File: src/rtl/typing_ctrl_if.sv
// Keystroke / prompt-ROM / renderer signal bundle for typing_ctrl.
// The master side is the surrounding system (keyboard decoder, prompt ROM,
// frame timing, renderer). The slave side is the controller itself.
interface typing_ctrl_if;
    logic        key_valid;
    logic [7:0]  key_code;
    logic        key_ready;
    logic        frame_tick;
    logic [11:0] prompt_idx;
    logic [6:0]  prompt_char;
    logic [31:0] correct_index_x;
    logic [31:0] correct_index_y;
    logic [15:0] errors;
    logic        done;
    logic        err_flash;

    modport master (
        output key_valid, key_code, frame_tick, prompt_char,
        input  key_ready, prompt_idx, correct_index_x, correct_index_y,
               errors, done, err_flash
    );

    modport slave (
        input  key_valid, key_code, frame_tick, prompt_char,
        output key_ready, prompt_idx, correct_index_x, correct_index_y,
               errors, done, err_flash
    );
endinterface

File: src/rtl/typing_ctrl.sv
// typing_ctrl: typing-progress sequencer for the prompt renderer.
// Accepts keystrokes, fetches the expected character from the prompt ROM,
// advances the cursor on a match and counts mismatches. Cursor position and
// the error highlight are published to the renderer only on frame_tick.
// Optional feature macro: TYPING_BACKSPACE_EN (8'h08 moves the cursor back).
module typing_ctrl #(
    parameter int COLS       = 64,
    parameter int ROWS       = 4,
    parameter int PROMPT_LEN = 256,
    parameter int ERR_FRAMES = 8
) (
    input  logic        clk,
    input  logic        reset,
    typing_ctrl_if.slave bus
);
    localparam int CB = $clog2(COLS);

    // Geometry must fit the prompt and reduce % and / to bit slicing.
    if (PROMPT_LEN > COLS * ROWS || (COLS & (COLS - 1)) != 0 ||
        (ROWS & (ROWS - 1)) != 0) begin : g_bad_cfg
        $error("typing_ctrl: invalid COLS/ROWS/PROMPT_LEN");
    end

    typedef enum logic [1:0] {READY, FETCH, CMP, DONE} state_t;

    state_t      state, state_nx;
    logic [11:0] idx;
    logic [7:0]  key_r;
    logic [6:0]  exp_r;
    logic        err_pend;
    logic [3:0]  flash_cnt;
    logic [15:0] err_cnt;
    logic        done_r;
    logic        err_flash_r;
    logic [31:0] shadow_x, shadow_y;

    logic accept, match, last, is_bs, miss, enter;

    assign bus.key_ready       = (state == READY) || (state == DONE);
    assign accept              = bus.key_valid && bus.key_ready;
    assign enter               = bus.key_code == 8'h0D;
    assign bus.prompt_idx      = idx;
    assign bus.errors          = err_cnt;
    assign bus.done            = done_r;
    assign bus.err_flash       = err_flash_r;
    assign bus.correct_index_x = shadow_x;
    assign bus.correct_index_y = shadow_y;

    // Bit 7 set can never match: the prompt is 7-bit ASCII.
    assign match = !key_r[7] && (key_r[6:0] == exp_r);
    assign last  = (13'(idx) + 13'd1) == 13'(PROMPT_LEN);

`ifdef TYPING_BACKSPACE_EN
    assign is_bs = key_r == 8'h08;
`else
    assign is_bs = 1'b0;
`endif

    assign miss = (state == CMP) && !is_bs && !match;

    // State register.
    always_ff @(posedge clk or posedge reset) begin
        if (reset) state <= READY;
        else       state <= state_nx;
    end

    // Next-state logic.
    always_comb begin
        state_nx = state;
        case (state)
            READY: if (accept) state_nx = FETCH;
            FETCH: state_nx = CMP;
            CMP: begin
                if (!is_bs && match && last) state_nx = DONE;
                else                         state_nx = READY;
            end
            DONE:  if (accept && enter) state_nx = READY;
            default: state_nx = READY;
        endcase
    end

    // Capture registers, cursor, error count and completion flag.
    always_ff @(posedge clk or posedge reset) begin
        if (reset) begin
            key_r   <= '0;
            exp_r   <= '0;
            idx     <= '0;
            err_cnt <= '0;
            done_r  <= 1'b0;
        end else begin
            if (state == READY && accept) key_r <= bus.key_code;
            if (state == FETCH)           exp_r <= bus.prompt_char;
            if (state == CMP) begin
                if (is_bs) begin
                    if (idx != 12'd0) idx <= idx - 12'd1;
                end else if (match) begin
                    idx <= idx + 12'd1;
                    if (last) done_r <= 1'b1;
                end else if (err_cnt != 16'hFFFF) begin
                    err_cnt <= err_cnt + 16'd1;
                end
            end
            // Keys other than Enter are swallowed while done.
            if (state == DONE && accept && enter) begin
                idx     <= '0;
                err_cnt <= '0;
                done_r  <= 1'b0;
            end
        end
    end

    // Frame-aligned shadow of the cursor; pre-update idx if CMP coincides.
    always_ff @(posedge clk or posedge reset) begin
        if (reset) begin
            shadow_x <= '0;
            shadow_y <= '0;
        end else if (bus.frame_tick) begin
            shadow_x <= 32'(idx & 12'(COLS - 1));
            shadow_y <= 32'(idx >> CB);
        end
    end

    // Error highlight: a pending error (re)loads the frame counter on the
    // next tick; a mismatch in the same cycle as that tick stays pending.
    always_ff @(posedge clk or posedge reset) begin
        if (reset) begin
            err_pend    <= 1'b0;
            flash_cnt   <= '0;
            err_flash_r <= 1'b0;
        end else begin
            if (bus.frame_tick) begin
                if (err_pend) begin
                    err_pend    <= 1'b0;
                    flash_cnt   <= 4'(ERR_FRAMES);
                    err_flash_r <= 1'b1;
                end else if (flash_cnt != 4'd0) begin
                    flash_cnt <= flash_cnt - 4'd1;
                    if (flash_cnt == 4'd1) err_flash_r <= 1'b0;
                end
            end
            if (miss) err_pend <= 1'b1;
        end
    end
endmodule
File: src/flat_wrapper.sv
// flat-port wrapper written by rule: the top's interface ports become plain ports
module typing_ctrl_flat 
#(
    parameter int COLS       = 64,
    parameter int ROWS       = 4,
    parameter int PROMPT_LEN = 256,
    parameter int ERR_FRAMES = 8
)
  (clk, reset, bus_key_valid, bus_key_code, bus_frame_tick, bus_prompt_char, bus_key_ready, bus_prompt_idx, bus_correct_index_x, bus_correct_index_y, bus_errors, bus_done, bus_err_flash);
  typing_ctrl_if bus_i ();
  input  logic clk;
  input  logic reset;
  input wire logic [$bits(bus_i.key_valid)-1:0] bus_key_valid;
  input wire logic [$bits(bus_i.key_code)-1:0] bus_key_code;
  input wire logic [$bits(bus_i.frame_tick)-1:0] bus_frame_tick;
  input wire logic [$bits(bus_i.prompt_char)-1:0] bus_prompt_char;
  output wire logic [$bits(bus_i.key_ready)-1:0] bus_key_ready;
  output wire logic [$bits(bus_i.prompt_idx)-1:0] bus_prompt_idx;
  output wire logic [$bits(bus_i.correct_index_x)-1:0] bus_correct_index_x;
  output wire logic [$bits(bus_i.correct_index_y)-1:0] bus_correct_index_y;
  output wire logic [$bits(bus_i.errors)-1:0] bus_errors;
  output wire logic [$bits(bus_i.done)-1:0] bus_done;
  output wire logic [$bits(bus_i.err_flash)-1:0] bus_err_flash;
  assign bus_i.key_valid = bus_key_valid;
  assign bus_i.key_code = bus_key_code;
  assign bus_i.frame_tick = bus_frame_tick;
  assign bus_i.prompt_char = bus_prompt_char;
  assign bus_key_ready = bus_i.key_ready;
  assign bus_prompt_idx = bus_i.prompt_idx;
  assign bus_correct_index_x = bus_i.correct_index_x;
  assign bus_correct_index_y = bus_i.correct_index_y;
  assign bus_errors = bus_i.errors;
  assign bus_done = bus_i.done;
  assign bus_err_flash = bus_i.err_flash;
  typing_ctrl #(.COLS(COLS), .ROWS(ROWS), .PROMPT_LEN(PROMPT_LEN), .ERR_FRAMES(ERR_FRAMES)) u_core (.clk(clk), .reset(reset), .bus(bus_i));
endmodule
File: config.mk
export PLATFORM = sky130hd
export DESIGN_NAME = typing_ctrl_flat
export DESIGN_NICKNAME = d
export VERILOG_FILES = /design/src/rtl/typing_ctrl_if.sv /design/src/rtl/typing_ctrl.sv /design/src/flat_wrapper.sv
export SDC_FILE = /design/constraint.sdc
export NUM_CORES = 1
export LEC_CHECK = 0
export BUFFER_PORTS_ARGS = -buffer_cell sky130_fd_sc_hd__buf_4
export CORE_UTILIZATION = 55
export DETAILED_ROUTE_END_ITERATION = 7
export GPL_TIMING_DRIVEN = 0
export PLACE_DENSITY_LB_ADDON = 0.15
export RECOVER_POWER = 25
export SETUP_SLACK_MARGIN = 0.2
export SLEW_MARGIN = 40
export SYNTH_ARGS = -nofsm -noshare
export SYNTH_HDL_FRONTEND = slang
export SYNTH_SLANG_ARGS = --single-unit
File: constraint.sdc
create_clock -name clk -period 5.8 [get_ports clk]
set_input_delay 0.58 -clock clk [delete_from_list [all_inputs] [get_ports clk]]
set_output_delay 0.58 -clock clk [all_outputs]
set_load 0.05 [all_outputs]
Yosys cells after proc, flatten, opt, wreduce, memory -nomap -nowiden
Cells that the tools add are included.

storage, ports and cells
  memories = 0
  bits in latches = 0
  memory bits (read-only) = 0
  register bits after elaboration = 64
  memory bits (writable) = 0

operators by class
  multiplexer cells = 22
  bitwise operators = 0
  shift operators = 0
  add/subtract/negate cells = 4
  $mul = 0
  reduce and logical (&&, ||, !) cells = 26
  $lt $le $gt $ge = 0
  div/mod/pow operators = 0
  eq/ne operators = 11

operators with widths
  cell                                                                 count
  16-bit 2-to-1 mux                                                    4
  12-bit 2-to-1 mux                                                    3
  16-bit by 1-bit adder with 16-bit output (second input constant)     1
  16-bit inequality test (second input constant)                       1
  2-bit nonzero test                                                   7
  12-bit by 1-bit adder with 13-bit output (second input constant)     1
  13-bit by 9-bit == test with 1-bit output (second input constant)    1
  12-bit by 1-bit adder with 12-bit output (second input constant)     1
  1-bit 2-to-1 mux                                                     9
  3-bit AND reduction                                                  3
  8-bit by 4-bit == test with 1-bit output (second input constant)     1
  1-bit logical AND                                                    8
  4-bit 2-to-1 mux                                                     2
  2-bit one-hot mux with 4 select lines                                1
  7-bit == test                                                        1
  2-bit 2-to-1 mux                                                     3
  2-bit AND reduction                                                  3
  2-bit == test (second input constant)                                2
  4-bit by 1-bit == test with 1-bit output (second input constant)     1
  2-bit inequality test (second input constant)                        2
  4-bit nonzero test                                                   1
  4-bit by 1-bit subtractor with 4-bit output (second input constant)  1
  2-bit by 1-bit == test with 1-bit output (second input constant)     1
  1-bit zero test                                                      2
  3 further kinds                                                      3

Depth between registers and ports, before layout
Gate-level depths: netlist of run 1.

  depth after elaboration = 7
  gate-level depth with buffers = 7

Least setup slack after synthesis of run 1
Ideal clock, no wire load.

  path kind = reg-to-reg
  start = reg u_core.idx[0] (netlist: u_core.bus.prompt_idx[0])
  end = reg u_core.state[1]
  path slack = 3.479 ns
  path buffers = 0
  library setup time = 0.082 ns
  stages on the path, launching flop included = 7
  arrival time = 2.239 ns
  cell sequence = dfrtp_1 -> ha_1 -> nand2_1 -> nor4_1 -> o22ai_1 -> or4_1 -> a31oi_1

between the ends
  cells in the longest elaborated chain, start to end = 5

ends and longest elaborated chain
  element                                    RTL line           RTL
  start: declaration                         typing_ctrl.sv:27  logic [11:0] idx;
  start signal: assignment                   typing_ctrl.sv:95  if (idx != 12'd0) idx <= idx - 12'd1;
  start signal: assignment                   typing_ctrl.sv:97  idx <= idx + 12'd1;
  12-bit by 1-bit adder with 13-bit output   typing_ctrl.sv:51  assign last = (13'(idx) + 13'd1) == 13'(PROMPT_LEN);
  13-bit by 9-bit == test with 1-bit output  typing_ctrl.sv:51
  1-bit logical AND                          typing_ctrl.sv:74  if (!is_bs && match && last) state_nx = DONE;
  2-bit 2-to-1 mux                           typing_ctrl.sv:74
  2-bit one-hot mux with 4 select lines      typing_ctrl.sv:70  case (state)
  end signal: assignment                     typing_ctrl.sv:64  else state <= state_nx;
  end: declaration                           typing_ctrl.sv:26  state_t state, state_nx;

No other way between the ends.
A chain may end at the register's enable or synchronous reset.

==> results of run 1 <==
## routing by layer
layer  wire [µm]  part of all wire  vias to the layer above  global-route usage
li1            -                 -                     1500                   -
met2        3821              0.50                      112              0.3852
met1        3242              0.42                     1450              0.2906
met4         146             0.019                        0             0.09718
met5           0                 0                        -                   0
met3         461             0.060                       13             0.04130
## metrics by stage
| step | instance area, µm² | setup WS (ns) |
|---|---|---|
| final | 4672 | 3.096 |
| after global routing | 4672 | 2.504 |
| after CTS | 4690 | 3.475 |
| after detailed placement | 4489 | 3.285 |
| after global placement | 4467 | 2.819 |
| after floorplan | 3913 | 3.479 |
## power by group through the flow
stage | logic (mW) | registers, mW | clock network, mW
global route | 1.35 | 0.792 | 0.415
CTS | 1.25 | 0.764 | 0.397
global placement | 1.21 | 0.763 | 0
finish | 1.25 | 0.765 | 0.392
detailed placement | 1.25 | 0.771 | 0
floorplan | 0.690 | 1.02 | 0
## layout make-up
type                            instances  share of cell area
Timing Repair Buffer                   62             0.09882
Tap cell                               77             0.02062
Buffer                                 65             0.09534
Inverter                               13             0.01071
Multi-Input combinational cell        281              0.3889
Sequential cell                        64              0.3428
Clock inverter                          2            0.008034
Clock buffer                           14             0.03482
## cell usage after synthesis (4+ instances only)
master    number  area, µm²
a21oi_1       23      115.1
a31oi_1        5      31.28
and3_1         5      31.28
buf_2          5      25.02
buf_4         52      390.4
clkbuf_1       8      30.03
dfrtp_1       64       1602
ha_1           9      112.6
inv_1         13      48.80
mux2_2        27      304.0
mux2i_1        4      40.04
nand2_1       22      82.58
nand2b_1       4      25.02
nand3_1       14      70.07
nand4_1       10      62.56
nor2_1        12      45.04
nor4_1         7      43.79
o21ai_0       12      60.06
o31ai_1       13      97.59
or3_1          6      37.54
or4_1         13      97.59
xor2_1        10      87.58
## how the worst max path moves through the flow
| stage | cells after the start | to | from | slack (ns) |
|---|---|---|---|---|
| 2_1_floorplan | 6 | u_core.state[1] | u_core.bus.prompt_idx[0] | 3.48 |
| 3_3_place_gp | 2 | u_core.exp_r[0] | reset | 2.82 |
| 3_5_place_dp | 6 | u_core.bus.prompt_idx[0] | bus_key_code[6] | 3.29 |
| 4_1_cts | 5 | u_core.bus.prompt_idx[10] | u_core.exp_r[0] | 3.47 |
| 5_1_grt | 3 | u_core.bus.errors[14] | reset | 2.50 |
| 6_report | 3 | u_core.bus.prompt_idx[4] | reset | 3.10 |
## sequential cells by signal, indices dropped and copies added (netlist names)
name and flops:
u_core.bus.err_flash 1, u_core.bus.correct_index_x 6, u_core.bus.errors 16, u_core.err_pend 1, u_core.bus.correct_index_y 6, u_core.key_r 8, u_core.flash_cnt 4, u_core.bus.done 1
u_core.exp_r 7, u_core.bus.prompt_idx 12, u_core.state 2
## cell families after synthesis
group / after synthesis / synth area share
other cells: 1 / 0.001008
simple gates: 106 / 0.1614
fa+ha+maj: 9 / 0.03026
buf+inv: 78 / 0.1328
xor+xnor: 12 / 0.02824
flops: 64 / 0.4304
compound gates: 71 / 0.1234
mux: 31 / 0.09247
==> results.cfg, run 1 <==
[status]
status = finished with violations
violations = DRC, capacitance limit, slew limit

[clock_network]
cts_root_buf = clkbuf_8
htreeDepth = 3
numClockSinks = 64
cts_tree = yes
cts_setup_buffers = 0
ctsHoldBuffers = 0
cts_made_buffers = 9
cts-resized-gates = 0
clk_pin_slew_ns = 0.07
clk_path_buf_depth = 2
clkLatencyLatePin_ns = 0.34

[floorplan]
die_w_um = 84.26
num_rows = 29
start_util = 0.5794
core_um2 = 6422
die_y_um = 84.26
fp.dieArea_um2 = 7099
io_pins = 114

[worst_setup_path]
r2r_start = u_core.exp_r[0]
setup.worst_path.end_class = asynchronous set/reset pin
critPathTopFamily = buffers and inverters
path_class = in -> async
cp_data_required_time_ns = 5.92
cp.arrival_ns = 2.82
cp_max_fo = 34
path_buf_inv = 3
reg2reg_depth = 5
rrSetupSlack_ns = 3.46
cp_cell_sequence = clkbuf_4 -> clkinvlp_2 -> clkbuf_1
cpPeakStageDelay_ns = 1.33
crit_path_start_kind = input port
r2r_end = u_core.bus.prompt_idx[10]
crit_path_top_delay_cell = clkbuf_1

[route]
drc = 24
vias_per_cell = 5.320
drtIter0Drc = 246
drt-wirelength-per-cell_um = 13.27
vias = 3075
drt.antenna.violating_nets = 0
drt-pass1-iter-count = 7
drt_wl_total_um = 7671

[pwr]
p_comb_frac = 0.519
p_leak_nw = 2.151
p_switching_mw = 1.132
switching_share = 0.4704
p_per_area_nw_per_um2 = 515.1
design_power_total_mw = 2.406
intPower_mw = 1.274
peakVddDrop_mv = 0.3560
p_clk_frac = 0.163
pwr-share-seq = 0.318

[grt]
grt_max_degree = 35
grt_pass1_wl_um = 12790
antenna_found_initial = 0
grt_overflow = 0
first_global_vias = 2757
grt_util_all_layers = 0.2284

[placed_design]
place_congestion = 0.8510
post-place-cells = 562
dp_hpwl_um = 5644
port_buffers = 61

[layout]
fillCellCount = 498
regArea_um2 = 1602
area_growth_pct = 25.55
diodes = 0
multi_input_area_um2 = 1817
layout_common_cells = buf_4, dfrtp_1, conb_1, mux2_2, a21oi_1
finalNetCount = 524
drive_above_1_share = 0.3273
layout_commonest_cell = buf_4
utilization = 0.7275
fin_cells = 578

[hold_path]
whs_path_depth = 2
worstHoldStart = bus_prompt_char[2]
hp-class = in -> reg
min_to = u_core.exp_r[2]

[sta]
skew_ns = 0.01142
setup_viol = 0
rsz0062_at_grt = false
slew_viol_final = 35
period_needed_ns = 2.704
worst_pin_slew_ns = 1.748
max_freq_mhz = 369.9
max_slew_margin = -0.1652
finalSetupTns_ns = 0
hold_ws_ns = 0.4754
period_share = 0.4662
hold_viol = 0

[synth]
synth_edf_count = 0
ys_types = 49
yosysSeqAreaShare = 0.4304
synth.avg_cell_area_um2 = 10.00
syn_area_um2 = 3721
syn_inst = 372
ys_ff_latch = 64
synthFlopType = dfrtp_1
yosysWarningCount = 0
synthArstFlopShare = 1.000

[flow_run]
maxCapViolCount = 1
No activity file was read; power rests on OpenSTA's default activity.
==> run 2: changes to the inputs <==
--- a/config.mk
+++ b/config.mk
@@ -6,7 +6,7 @@
 export NUM_CORES = 1
 export LEC_CHECK = 0
 export BUFFER_PORTS_ARGS = -buffer_cell sky130_fd_sc_hd__buf_4
-export CORE_UTILIZATION = 55
+export CORE_UTILIZATION = 47
 export DETAILED_ROUTE_END_ITERATION = 7
 export GPL_TIMING_DRIVEN = 0
 export PLACE_DENSITY_LB_ADDON = 0.15
==> constraint.sdc (replaced) <==
create_clock -name clk -period 2.34 [get_ports clk]
set_input_delay 0.234 -clock clk [delete_from_list [all_inputs] [get_ports clk]]
set_output_delay 0.234 -clock clk [all_outputs]
set_load 0.05 [all_outputs]
==> results.cfg, run 2 (synthesis gave the netlist of run 1 again) <==
[status]
status = finished clean

[route]
vias_per_cell = 5.039
drt.antenna.violating_nets = 0
drt_wl_total_um = 7704
vias = 3109
drt-wirelength-per-cell_um = 12.49
drt-pass1-iter-count = 4
drc = 0
drtIter0Drc = 148

[layout]
regArea_um2 = 1607
multi_input_area_um2 = 1891
finalNetCount = 538
fin_cells = 617
layout_common_cells = buf_4, dfrtp_1, conb_1, mux2_2, nand2_1
area_growth_pct = 32.38
diodes = 0
drive_above_1_share = 0.3806
layout_commonest_cell = buf_4
largest_reg_flops = 16
fillCellCount = 618

[grt]
first_global_vias = 2742
antenna_found_initial = 0
grt_pass1_wl_um = 12480
grt_util_all_layers = 0.1870
grt_max_degree = 36
grt_overflow = 0

[sta]
setup_viol = 0
worst_slack_ns = 0.2365
max_freq_mhz = 475.4
hold_ws_ns = 0.1296
skew_ns = 0.006857
period_needed_ns = 2.104
period_share = 0.8989
rsz0062_at_grt = true
worst_pin_slew_ns = 1.285
hold_viol = 0
slew_viol_final = 0
finalSetupTns_ns = 0
max_slew_margin = 0.1389

[placed_design]
place_worst_setup_slack_ns = -0.009360
post-place-cells = 587
place_congestion = 0.8038
port_buffers = 61
dp_hpwl_um = 5476

[floorplan]
die_w_um = 90.98
num_rows = 32
io_pins = 114
core_um2 = 7687
start_util = 0.4840
fp.dieArea_um2 = 8277
die_y_um = 90.98

[clock_network]
cts_made_buffers = 9
numClockSinks = 64
clk_pin_slew_ns = 0.07
clkLatencyLatePin_ns = 0.33
clk_path_buf_depth = 2
cts_root_buf = clkbuf_8
htreeDepth = 3
cts_tree = yes

[pwr]
pwr-share-seq = 0.298
switching_share = 0.4610
p_per_area_nw_per_um2 = 1293
p_leak_nw = 2.254
p_comb_frac = 0.538
peakVddDrop_mv = 0.8412
p_switching_mw = 2.937
design_power_total_mw = 6.370
p_clk_frac = 0.164
intPower_mw = 3.433

[worst_setup_path]
path_class = reg -> reg
cp_cell_sequence = xor2_2 -> nor4_4 -> buf_4 -> nand4_1 -> buf_6 -> buf_4 -> or3_1 -> a21oi_1
cpPeakStageDelay_ns = 0.41
crit_top_cell = buf_4
setup.worst_path.end_class = flip-flop
cp.arrival_ns = 2.35
crit_path_start_kind = flip-flop
cp_max_fo = 7
crit_path_top_delay_cell = dfrtp_1
cp_data_required_time_ns = 2.59

[hold_path]
hp-class = in -> reg

[flow_run]
maxCapViolCount = 0
==> run 2: critical path, delay by kind of cell (launching register included) <==
kind	cells	cell delay, ns
compound gates	1	0.13
xor+xnor	1	0.19
flops	1	0.41
simple gates	3	0.82
buf+inv	3	0.47
==> run 2: cell type report <==
class | count | share of cell area
buffer | 65 | 0.09296
tap | 102 | 0.02591
inverter | 13 | 0.01016
multi-input combinational | 281 | 0.3838
clock inverter | 6 | 0.01676
sequential | 64 | 0.3261
clock buffer | 10 | 0.02794
timing repair buffer | 76 | 0.1163
==> run 2: path summary, 6_finish.rpt <==
check | cells past startpoint | slack, ns | from | to
max in group asynchronous | 4 | 0.46 | reset | u_core.bus.prompt_idx[3]
worst max-delay path | 8 | 0.24 | u_core.key_r[0] | u_core.bus.prompt_idx[4]
min in group asynchronous | 3 | 0.73 | reset | u_core.bus.errors[4]
worst max register to register | 8 | 0.24 | u_core.key_r[0] | u_core.bus.prompt_idx[4]
worst min register to register | 2 | 0.50 | u_core.bus.err_flash | u_core.bus.err_flash
worst min-delay path | 2 | 0.13 | bus_prompt_char[3] | u_core.exp_r[3]
==> run 2: metal layers <==
metal | vias to the layer above | GRT usage | share of wire
met1 | 1481 | 0.2398 | 0.45
met4 | 0 | 0.06217 | 0.0047
met5 | - | 0 | 0
met2 | 98 | 0.3062 | 0.48
li1 | 1528 | - | -
met3 | 2 | 0.05109 | 0.061
==> run 2: repair_timing <==
action,4_1_cts,5_1_grt
pin swaps,1,16
hold endpoints to repair,29,0
gates resized for setup,2,21
hold buffers,1,0
endpoints found under the setup margin,19,21
setup buffers,2,11
==> run 2: power groups by stage <==
stage	Combinational (mW)	Clock [mW]	Sequential (mW)
floorplan	1.71	0	2.52
global placement	3.03	0	1.90
finish	3.43	1.05	1.90
detailed placement	3.09	0	1.91
global route	3.68	1.12	1.96
CTS	3.16	1.07	1.90
==> run 2: stage by stage <==
stage          utilization  area [µm²]
4_1_cts             0.6232        4791
3_5_place_dp        0.5890        4528
6_report            0.6408        4926
5_1_grt             0.6408        4926
2_1_floorplan            -        3920
3_3_place_gp        0.5861        4506
==> run 3: changes to the inputs <==
--- a/config.mk
+++ b/config.mk
@@ -9,7 +9,7 @@
 export CORE_UTILIZATION = 47
 export DETAILED_ROUTE_END_ITERATION = 7
 export GPL_TIMING_DRIVEN = 0
-export PLACE_DENSITY_LB_ADDON = 0.15
+export PLACE_DENSITY = 0.77
 export RECOVER_POWER = 25
 export SETUP_SLACK_MARGIN = 0.2
 export SLEW_MARGIN = 40
==> results.cfg, run 3 (synthesis gave the netlist of run 1 again) <==
[pwr]
p_clk_frac = 0.151
p_comb_frac = 0.541
intPower_mw = 3.283
p_switching_mw = 3.020
design_power_total_mw = 6.302
p_per_area_nw_per_um2 = 1281
switching_share = 0.4791
pwr-share-seq = 0.308
peakVddDrop_mv = 0.8829
p_leak_nw = 2.229

[sta]
period_needed_ns = 2.088
max_freq_mhz = 479.0
setup_viol = 0
max_slew_margin = 0.2853
rsz0062_at_grt = true
worst_pin_slew_ns = 1.066
period_share = 0.8922
worst_slack_ns = 0.2522
slew_viol_final = 0
hold_viol = 0
skew_ns = 0.01621

[layout]
layout_commonest_cell = buf_4
drive_above_1_share = 0.3870
finalNetCount = 532
area_growth_pct = 32.25
layout_common_cells = buf_4, dfrtp_1, conb_1, mux2_2
fin_cells = 611
utilization = 0.6401
diodes = 0
largest_reg_flops = 16

[floorplan]
start_util = 0.4840
num_rows = 32
io_pins = 114
fp.dieArea_um2 = 8277
die_y_um = 90.98
die_w_um = 90.98
core_um2 = 7687

[grt]
antenna_found_initial = 0
first_global_vias = 2850
grt_overflow = 0
grt_pass1_wl_um = 13190
grt_max_degree = 44
grt_util_all_layers = 0.1989

[route]
drt_wl_total_um = 7931
drt.antenna.violating_nets = 0
vias_per_cell = 5.095
drt-pass1-iter-count = 4
vias = 3113
drc = 0
drtIter0Drc = 128
drt-wirelength-per-cell_um = 12.98

[status]
status = finished clean

[clock_network]
cts_made_buffers = 9
clkLatencyLatePin_ns = 0.35
cts_root_buf = clkbuf_8
htreeDepth = 3
cts_tree = yes
numClockSinks = 64
clk_pin_slew_ns = 0.08
clk_path_buf_depth = 2

[placed_design]
port_buffers = 61
place_worst_setup_slack_ns = -0.01589
place_congestion = 0.8316
dp_hpwl_um = 5567
post-place-cells = 587

[hold_path]
whs_path_depth = 2
hp-class = in -> reg

[worst_setup_path]
crit_path_start_kind = flip-flop
cpPeakStageDelay_ns = 0.54
cp_max_fo = 6
cp_cell_sequence = xor2_2 -> nor4_4 -> buf_6 -> nand4_1 -> or4_1 -> a21oi_1
setup.worst_path.end_class = flip-flop
crit_path_top_delay_cell = or4_1
path_class = reg -> reg
reg2reg_depth = 6
cp_data_required_time_ns = 2.60
cp.arrival_ns = 2.35

[flow_run]
maxCapViolCount = 0
[run 3: cell count changes in the layout (fill, tap and decap cells not counted), sizes merged]
cell | previous run | this run
buf | 128 | 123
bufinv | 2 | 1
clkbuf | 22 | 20
clkinvlp | 2 | 3
clkinv | 3 | 4
[run 3: critical path, delay by kind of cell, from the launching register on]
kind,cells,cell delay [ns]
DFF,1,0.42
and+or+nand+nor,3,1.04
xor gates and xnor gates,1,0.20
AOI/OAI and AO/OA,1,0.18
buffers and inverters,1,0.16
[run 3: cell type report]
class / instances / area [µm²]
clock inverters: 7 / 72.57
well taps: 102 / 127.6
fillers: 659 / 2766
flip-flops and latches: 64 / 1608
clock buffers: 9 / 123.9
repair buffers: 70 / 551.8
inverters: 13 / 50.05
multi-input cells: 281 / 1928
plain buffers: 65 / 459.2
[run 3: worst paths after layout]
path / slack [ns] / to / from
min reg2reg: 0.50 / u_core.bus.err_flash / u_core.bus.err_flash
max reg2reg: 0.25 / u_core.bus.prompt_idx[8] / u_core.exp_r[1]
min in group asynchronous: 0.64 / u_core.exp_r[3] / reset
min: 0.11 / u_core.exp_r[0] / bus_prompt_char[0]
max in group asynchronous: 0.99 / u_core.bus.prompt_idx[0] / reset
max: 0.25 / u_core.bus.prompt_idx[8] / u_core.exp_r[1]
[run 3: timing repair]
item | 4_1_cts | 5_1_grt
setup buffers | 4 | 3
resized for setup | 3 | 26
hold endpoints to repair | 21 | 0
endpoints found under the setup margin | 20 | 23
hold buffers | 1 | 0
cloned | 0 | 0
pin swaps | 3 | 12
[run 3: through the flow]
stage | hold slack, ns | area, µm² | TNS, ns
finish | 0.1066 | 4921 | 0
global route | 0.1002 | 4921 | 0
CTS | 0.09783 | 4792 | 0
detailed placement | 0.2200 | 4536 | -0.01589
global placement | 0.4684 | 4506 | -21.68
floorplan | 0.3846 | 3920 | 0
[run 3: power by group through the flow]
stage | Sequential (mW) | Combinational [mW] | Clock [mW]
final | 1.94 | 3.41 | 0.951
after CTS | 1.90 | 3.24 | 0.972
after detailed placement | 1.92 | 3.10 | 0
after global routing | 2.01 | 3.68 | 1.02
after floorplan | 2.52 | 1.71 | 0
after global placement | 1.90 | 3.03 | 0
[run 3: per-layer routing]
metal  wire length (µm)  GRT usage
met2               3889     0.3308
met4                 91    0.08598
met3                490    0.04104
met5                  0          0
met1               3460     0.2511
